`src/rtl/ex_stage_muldiv.sv`:
```
// rtl/ex_stage_muldiv.sv - execute stage with single-cycle ALU/branch and iterative RV32M engine
module ex_stage_muldiv #(
    parameter int XLEN     = 32,
    parameter int MD_ITERS = 32
) (
    input  logic            clk,
    input  logic            reset,
    input  logic            flush,
    input  logic            in_valid,
    output logic            in_ready,
    input  logic            mem_read_en,
    input  logic            mem_write_en,
    input  logic            mem_to_reg_en,
    input  logic            jumpl_en,
    input  logic            branch_en,
    input  logic [XLEN-1:0] A_in,
    input  logic [XLEN-1:0] B_in,
    input  logic [3:0]      alu_sel,
    input  logic [XLEN-1:0] PC_n,
    input  logic [XLEN-1:0] PC_in,
    input  logic [XLEN-1:0] rs2_data,
    input  logic [31:0]     instr,
    output logic            out_valid,
    input  logic            out_ready,
    output logic [XLEN-1:0] alu_result,
    output logic [XLEN-1:0] rs2data_out,
    output logic            mem_read_n,
    output logic            mem_write_n,
    output logic            mem_to_reg_n,
    output logic            jumpl_n,
    output logic            branch_taken,
    output logic [XLEN-1:0] pc_out,
    output logic [31:0]     instr_out
);

    localparam logic [1:0] S_IDLE = 2'd0;
    localparam logic [1:0] S_BUSY = 2'd1;
    localparam logic [1:0] S_DONE = 2'd2;

    logic [1:0]        state;
    logic [4:0]        cnt;

    // Mul/div engine: lo holds multiplier/dividend, hi accumulates product/remainder.
    logic [XLEN-1:0]   md_hi, md_lo, md_op, md_a;
    logic [2:0]        md_f3;
    logic              md_neg_q, md_neg_r, md_bzero;

    // Side-band captured at M-op accept, released with the result.
    logic [XLEN-1:0]   h_rs2, h_pc;
    logic [31:0]       h_instr;
    logic              h_mr, h_mw, h_mtr, h_jl, h_bt;

    logic              is_mop, accept;
    logic [2:0]        f3;
    logic [XLEN-1:0]   alu_val;
    logic              br_cond;
    logic              a_sgn, b_sgn, a_neg, b_neg;
    logic [XLEN-1:0]   a_mag, b_mag;
    logic [XLEN:0]     mul_sum, div_rs, div_diff;
    logic              div_ge;
    logic [2*XLEN-1:0] prod, prod_s;
    logic [XLEN-1:0]   quo, rem, md_res;

    assign f3       = instr[14:12];
    assign is_mop   = (instr[6:0] == 7'b0110011) && (instr[31:25] == 7'b0000001);
    assign in_ready = (state == S_IDLE) && (!out_valid || out_ready);
    assign accept   = in_valid && in_ready;

    // Single-cycle ALU; a jump link overrides the operation with PC+4.
    always_comb begin
        alu_val = B_in;
        case (alu_sel)
            4'd0:    alu_val = A_in + B_in;
            4'd1:    alu_val = A_in - B_in;
            4'd2:    alu_val = A_in & B_in;
            4'd3:    alu_val = A_in | B_in;
            4'd4:    alu_val = A_in ^ B_in;
            4'd5:    alu_val = A_in << B_in[4:0];
            4'd6:    alu_val = A_in >> B_in[4:0];
            4'd7:    alu_val = $signed(A_in) >>> B_in[4:0];
            4'd8:    alu_val = {{(XLEN-1){1'b0}}, ($signed(A_in) < $signed(B_in))};
            4'd9:    alu_val = {{(XLEN-1){1'b0}}, (A_in < B_in)};
            default: alu_val = B_in;
        endcase
        if (jumpl_en) alu_val = PC_n;
    end

    // Branch condition from funct3, comparing rs1 against rs2 data.
    always_comb begin
        br_cond = 1'b0;
        case (f3)
            3'b000:  br_cond = (A_in == rs2_data);
            3'b001:  br_cond = (A_in != rs2_data);
            3'b100:  br_cond = ($signed(A_in) <  $signed(rs2_data));
            3'b101:  br_cond = ($signed(A_in) >= $signed(rs2_data));
            3'b110:  br_cond = (A_in <  rs2_data);
            3'b111:  br_cond = (A_in >= rs2_data);
            default: br_cond = 1'b0;
        endcase
    end

    // Operand signedness by funct3; the engine always works on magnitudes.
    always_comb begin
        a_sgn = (f3 == 3'b001) || (f3 == 3'b010) || (f3 == 3'b100) || (f3 == 3'b110);
        b_sgn = (f3 == 3'b001) || (f3 == 3'b100) || (f3 == 3'b110);
        a_neg = a_sgn && A_in[XLEN-1];
        b_neg = b_sgn && B_in[XLEN-1];
        a_mag = a_neg ? -A_in : A_in;
        b_mag = b_neg ? -B_in : B_in;
    end

    // One radix-2 step: shift-add for multiply, restoring subtract for divide.
    always_comb begin
        mul_sum  = {1'b0, md_hi} + (md_lo[0] ? {1'b0, md_op} : '0);
        div_rs   = {md_hi, md_lo[XLEN-1]};
        div_ge   = (div_rs >= {1'b0, md_op});
        div_diff = div_rs - {1'b0, md_op};
    end

    // Sign fixup and result selection, consumed in DONE.
    always_comb begin
        prod   = {md_hi, md_lo};
        prod_s = md_neg_q ? -prod : prod;
        quo    = md_neg_q ? -md_lo : md_lo;
        rem    = md_neg_r ? -md_hi : md_hi;
        case (md_f3)
            3'b000:          md_res = prod_s[XLEN-1:0];
            3'b100, 3'b101:  md_res = md_bzero ? {XLEN{1'b1}} : quo;
            3'b110, 3'b111:  md_res = md_bzero ? md_a : rem;
            default:         md_res = prod_s[2*XLEN-1:XLEN];
        endcase
    end

    // Control FSM: IDLE -> BUSY (MD_ITERS steps) -> DONE -> IDLE.
    always_ff @(posedge clk or negedge reset) begin
        if (!reset) begin
            state <= S_IDLE;
            cnt   <= 5'd0;
        end else if (flush) begin
            state <= S_IDLE;
            cnt   <= 5'd0;
        end else begin
            case (state)
                S_IDLE: if (accept && is_mop) begin
                    state <= S_BUSY;
                    cnt   <= 5'd0;
                end
                S_BUSY: begin
                    cnt <= cnt + 5'd1;
                    if (cnt == 5'(MD_ITERS - 1)) state <= S_DONE;
                end
                default: state <= S_IDLE;
            endcase
        end
    end

    // Engine datapath: load magnitudes and side-band on accept, iterate while BUSY.
    always_ff @(posedge clk or negedge reset) begin
        if (!reset) begin
            md_hi    <= '0;
            md_lo    <= '0;
            md_op    <= '0;
            md_a     <= '0;
            md_f3    <= 3'd0;
            md_neg_q <= 1'b0;
            md_neg_r <= 1'b0;
            md_bzero <= 1'b0;
            h_rs2    <= '0;
            h_pc     <= '0;
            h_instr  <= '0;
            h_mr     <= 1'b0;
            h_mw     <= 1'b0;
            h_mtr    <= 1'b0;
            h_jl     <= 1'b0;
            h_bt     <= 1'b0;
        end else if (state == S_IDLE && accept && is_mop) begin
            md_hi    <= '0;
            md_lo    <= a_mag;
            md_op    <= b_mag;
            md_a     <= A_in;
            md_f3    <= f3;
            md_neg_q <= a_neg ^ b_neg;
            md_neg_r <= a_neg;
            md_bzero <= (B_in == '0);
            h_rs2    <= rs2_data;
            h_pc     <= PC_in;
            h_instr  <= instr;
            h_mr     <= mem_read_en;
            h_mw     <= mem_write_en;
            h_mtr    <= mem_to_reg_en;
            h_jl     <= jumpl_en;
            h_bt     <= branch_en && br_cond;
        end else if (state == S_BUSY) begin
            if (!md_f3[2]) begin
                md_hi <= mul_sum[XLEN:1];
                md_lo <= {mul_sum[0], md_lo[XLEN-1:1]};
            end else begin
                md_hi <= div_ge ? div_diff[XLEN-1:0] : div_rs[XLEN-1:0];
                md_lo <= {md_lo[XLEN-2:0], div_ge};
            end
        end
    end

    // EX/MEM output register: ALU accept, engine completion, or drain.
    always_ff @(posedge clk or negedge reset) begin
        if (!reset) begin
            out_valid    <= 1'b0;
            alu_result   <= '0;
            rs2data_out  <= '0;
            mem_read_n   <= 1'b0;
            mem_write_n  <= 1'b0;
            mem_to_reg_n <= 1'b0;
            jumpl_n      <= 1'b0;
            branch_taken <= 1'b0;
            pc_out       <= '0;
            instr_out    <= '0;
        end else if (flush) begin
            out_valid <= 1'b0;
        end else if (accept && !is_mop) begin
            out_valid    <= 1'b1;
            alu_result   <= alu_val;
            rs2data_out  <= rs2_data;
            mem_read_n   <= mem_read_en;
            mem_write_n  <= mem_write_en;
            mem_to_reg_n <= mem_to_reg_en;
            jumpl_n      <= jumpl_en;
            branch_taken <= branch_en && br_cond;
            pc_out       <= PC_in;
            instr_out    <= instr;
        end else if (state == S_DONE) begin
            out_valid    <= 1'b1;
            alu_result   <= md_res;
            rs2data_out  <= h_rs2;
            mem_read_n   <= h_mr;
            mem_write_n  <= h_mw;
            mem_to_reg_n <= h_mtr;
            jumpl_n      <= h_jl;
            branch_taken <= h_bt;
            pc_out       <= h_pc;
            instr_out    <= h_instr;
        end else if (out_valid && out_ready) begin
            out_valid <= 1'b0;
        end
    end

endmodule

```
`config.mk`:
```
export PLATFORM = sky130hd
export DESIGN_NAME = ex_stage_muldiv
export DESIGN_NICKNAME = d
export VERILOG_FILES = /design/src/rtl/ex_stage_muldiv.sv
export SDC_FILE = /design/constraint.sdc
export NUM_CORES = 2
export LEC_CHECK = 0
export CORE_UTILIZATION = 40
export DETAILED_ROUTE_END_ITERATION = 7
export PLACE_DENSITY_LB_ADDON = 0.3
export RECOVER_POWER = 50
export SLEW_MARGIN = 30
export SYNTH_ARGS = -nofsm -noshare
export SYNTH_HDL_FRONTEND = slang
export SYNTH_SLANG_ARGS = --single-unit
```
`constraint.sdc`:
```
create_clock -name clk -period 7.73 [get_ports clk]
set_input_delay 1.1595 -clock clk [delete_from_list [all_inputs] [get_ports clk]]
set_output_delay 1.1595 -clock clk [all_outputs]
set_load 0.1 [all_outputs]
```
==> metrics.md <==
| Metric | Value |
|---|---|
| Number of resized instances in the post-cts repair step | `0` |
| Stages on worst setup path | `2` |
| Number of vias per cell after detailed routing | `6.47` |
| Leading register cell type out of synthesis | `dfrtp_1` |
| Bufs and invs on worst path | `2` |
| Post-synth EDFFs | `0` |
| Shortest period the worst path allows | `5620 ps` |
| Family with the most delay on the worst path | `buffers and inverters` |
| CTS tree | `yes` |
| Drt initial violations | `4797` |
| Internal | `4.11 mW` |
| Clock tree buffer depth | `3` |
| Slew at the pin closest to its max-slew limit | `4760 ps` |
| Die Y-Extent | `292 µm` |
| Unrepaired setup endpoints after global routing | `false` |
| Detailed Routing Iterations Pass 1 | `8` |
| Wire length per cell after detailed routing | `28.1 µm` |
| Leading cell types in the layout, fill and taps excluded | `nand2_1 (728), nor2_1 (425), dfrtp_1 (372), o21ai_0 (356), clkdlybuf4s50_1 (278)` |
| Post-layout total power | `7.09 mW` |
| Synth area leaders | `dfrtp_1 (28%), nand2_1 (8.1%), ha_1 (7.5%)` |
| Largest area contributor in the synthesized netlist | `dfrtp_1` |
| Synthesis-to-finish area growth | `17.2%` |
| Worst clock skew | `36.0 ps` |
| LEAKAGE | `16.6 nW` |
| Slew Limit Headroom | `-217%` |
| Placed wire-length estimate after detailed placement | `118000 µm` |
| Reported net switching power | `2.98 mW` |
| Die ar. | `85500 µm²` |
| Share of synthesized flip-flops with an asynchronous set or reset | `100%` |
| Synth top area share | `27.7%` |
| Worst EP required | `8180 ps` |
| Origin of the worst setup path | `reset` |
| Num CTS Buffers | `46` |
| H-tree lvl count | `2` |
| Maximum frequency from static timing analysis | `178 MHz` |
| End of the worst register-to-register path | `md_hi[27]` |
| Type of the most critical hold path | `reg2reg` |
| Status | `finished with violations` |
| Cell with the largest stage delay on the worst path | `clkbuf_1` |
| Combinational Power Share | `35.8%` |
| Finish-stage setup viols | `0` |
| Initial core utilization | `40.4%` |
| Post-Syn Nets | `4816` |
| Category of the worst setup path launch point | `input pin` |
| Final weighted congestion of routability-driven global placement | `1.05` |
| Synthesized area per cell | `7.66 µm²` |
| Sequential share of power | `30.7%` |
| Setup Slack @ Placement | `2230 ps` |
| Clock latency on the worst-skew pair | `620 ps` |
| Worst r2r path cells | `11` |
| Total power per unit cell area | `179 nW/µm²` |
| Global router's overall resource usage | `35.9%` |
| Number of setup buffers added after CTS | `0` |
| Global-route wire length before repair | `231000 µm` |
| Uppermost layer routed | `met5` |
| Overall die width | `292 µm` |
| Delay of the slowest critical-path stage | `3250 ps` |
| Number of warning messages in the yosys log | `0` |
| Final number of max-transition violations | `75` |
| Violated checks | `max-capacitance violations, max-slew violations` |
| Number of global-route vias before repair | `33800` |
| Netlist cell types | `87` |
| Endpoint type of the worst setup path | `async pin` |
| Number of antenna violations at the first check in global routing | `9` |
| Crit Path Class | `in2async` |
| Clock-pin slew on the worst setup and hold paths | `60 ps` |
| Area of the mapped netlist | `33700 µm²` |
| Clock power share | `33.5%` |
| Destination of the critical timing path | `alu_result[18]` |
| Final setup slack of the worst path | `2110 ps` |
| Hold violation count in the final report | `0` |
| Count of nets left with antenna violations after detail routing | `0` |
| Core Area | `83600 µm²` |
| Maximum number of pins on one net before global-route repair | `206` |
| Post-route cell area | `39500 µm²` |
| Hold path cells | `1` |
| Worst vdd rail ir drop | `0.166 mV` |
| Fraction of layout instances using a drive strength above 1 | `6.92%` |
| Critical path cell sequence | `clkbuf_1, clkbuf_2` |
| Critical path peak fanout | `75` |
| Proportion of total power due to net switching | `42.1%` |
| Length of routed met2 wiring | `67000 µm` |
| Reg2Reg Setup Slack | `2900 ps` |
| Area after DPL | `37900 µm²` |
| FF+latch count, synth | `373` |
| Vias after detailed routing | `36600` |
| Count of unresolved DRC violations after routing | `0` |
| Leading cell type in the layout, fill and taps excluded | `nand2_1` |
| Routed metal-1 wire length | `65600 µm` |
| MaxCap Viol Count | `1` |
| FP Rows | `106` |
| Gr ovfl total | `0` |
| Share of the clock period used by the worst path after layout | `72.7%` |
| Port Buffers | `340` |
| Met3 wirelength from detailed routing | `18700 µm` |
| Part of the Yosys area used for sequential elements | `27.7%` |
| Total clock sinks | `373` |
| Hold buffer count at CTS | `0` |
| Mapped Cells | `4404` |
| Fin nets | `4954` |
| Top-Level Pins | `341` |
| R2r startpoint | `md_hi[10]` |
| Aggregate routed wire length | `159000 µm` |
| Worst Path Arrival | `6070 ps` |
| Sum of negative setup slack | `0 ps` |
| Clock tree root driver cell | `clkbuf_16` |
## layout make-up
cell class                      count  area (µm²)
Fill cell                        8281       44000
Antenna cell                        3        7.51
Tap cell                         1080        1350
Clock buffer                       66        1370
Timing Repair Buffer              431        4000
Multi-Input combinational cell   3497       22500
Sequential cell                   373        9340
Clock inverter                     20         274
Inverter                          193         724
## how the worst min path moves through the flow
stage | slack, ps | endpoint | from
after floorplan | 430 | h_instr[0] | h_instr[0]
after global placement | 450 | h_instr[1] | h_instr[1]
after detailed placement | 460 | h_instr[5] | h_instr[5]
after CTS | 470 | h_instr[5] | h_instr[5]
after global routing | 490 | h_mtr | h_mtr
final | 470 | h_instr[25] | h_instr[25]
## cells in the mapped netlist (all sizes together), types with 19 or more instances
cell,number
or2,20
a31oi,152
a22oi,35
nand3,64
o41ai,21
inv,190
clkbuf,291
a21oi,278
a211oi,45
nor3,77
nor4,24
buf,50
xor2,71
nand2b,25
nand4,42
o31ai,49
nor2,429
o2111ai,19
o21bai,22
or3,25
nand2,729
xnor2,115
and2,27
o21ai,371
o211ai,62
ha,202
a21o,49
mux4,56
dfrtp,373
o22ai,26
or4,21
o221ai,25
mux2i,81
and3,28
mux2,22
a221oi,43
## power groups by stage
stage	sequential [mW]	clock, mW	combinational, mW
6_report	2.18	2.37	2.54
5_1_grt	2.18	2.47	2.62
4_1_cts	2.17	2.40	2.51
3_5_place_dp	2.21	0	2.50
3_3_place_gp	2.20	0	2.52
2_1_floorplan	3.02	0	0.784
## state kept, by name, indices dropped and copies added, names as in the netlist, 2 cells and up
signal / flops
instr_out: 32
md_op: 32
md_lo: 32
md_hi: 32
h_instr: 30
pc_out: 32
h_rs2: 32
md_a: 32
cnt: 5
md_f3: 2
state: 2
rs2data_out: 32
alu_result: 32
h_pc: 32
## metal layers
| metal | up-vias | track usage [%] |
|---|---|---|
| met3 | 417 | 9.57 |
| li1 | 16200 | - |
| met1 | 17700 | 49.5 |
| met5 | - | 0 |
| met4 | 6 | 14.8 |
| met2 | 2328 | 53.0 |
## kinds of logic (layout without fill, tap and decap cells)
kind of cell	after synthesis	in the layout	synth area share (%)
mux	159	159	6.88
buf+inv	534	710	6.07
fa+ha+maj	206	206	7.73
other cells	0	3	0
xor+xnor	186	186	4.83
compound gates	1387	1387	26.7
simple gates	1559	1559	20.1
flops	373	373	27.7
## stage by stage
step | hold slack, ps | std cells | utilization (%)
finish | 467 | 5663 | 47.3
global route | 493 | 5662 | 47.3
CTS | 473 | 5660 | 47.4
detailed placement | 458 | 5574 | 45.4
global placement | 451 | 5572 | 45.4
floorplan | 435 | 4404 | -
## worst register-to-register path: stages, from the launching register on
cell	delay, ps
dfrtp_1	600
ha_1	530
and3_1	210
nand4_1	140
nor2_1	130
o211ai_1	190
a2111oi_1	990
o211ai_1	460
buf_4	400
or2_2	490
or3_1	370
a32o_1	230
Power figures use the tool's default switching activity.
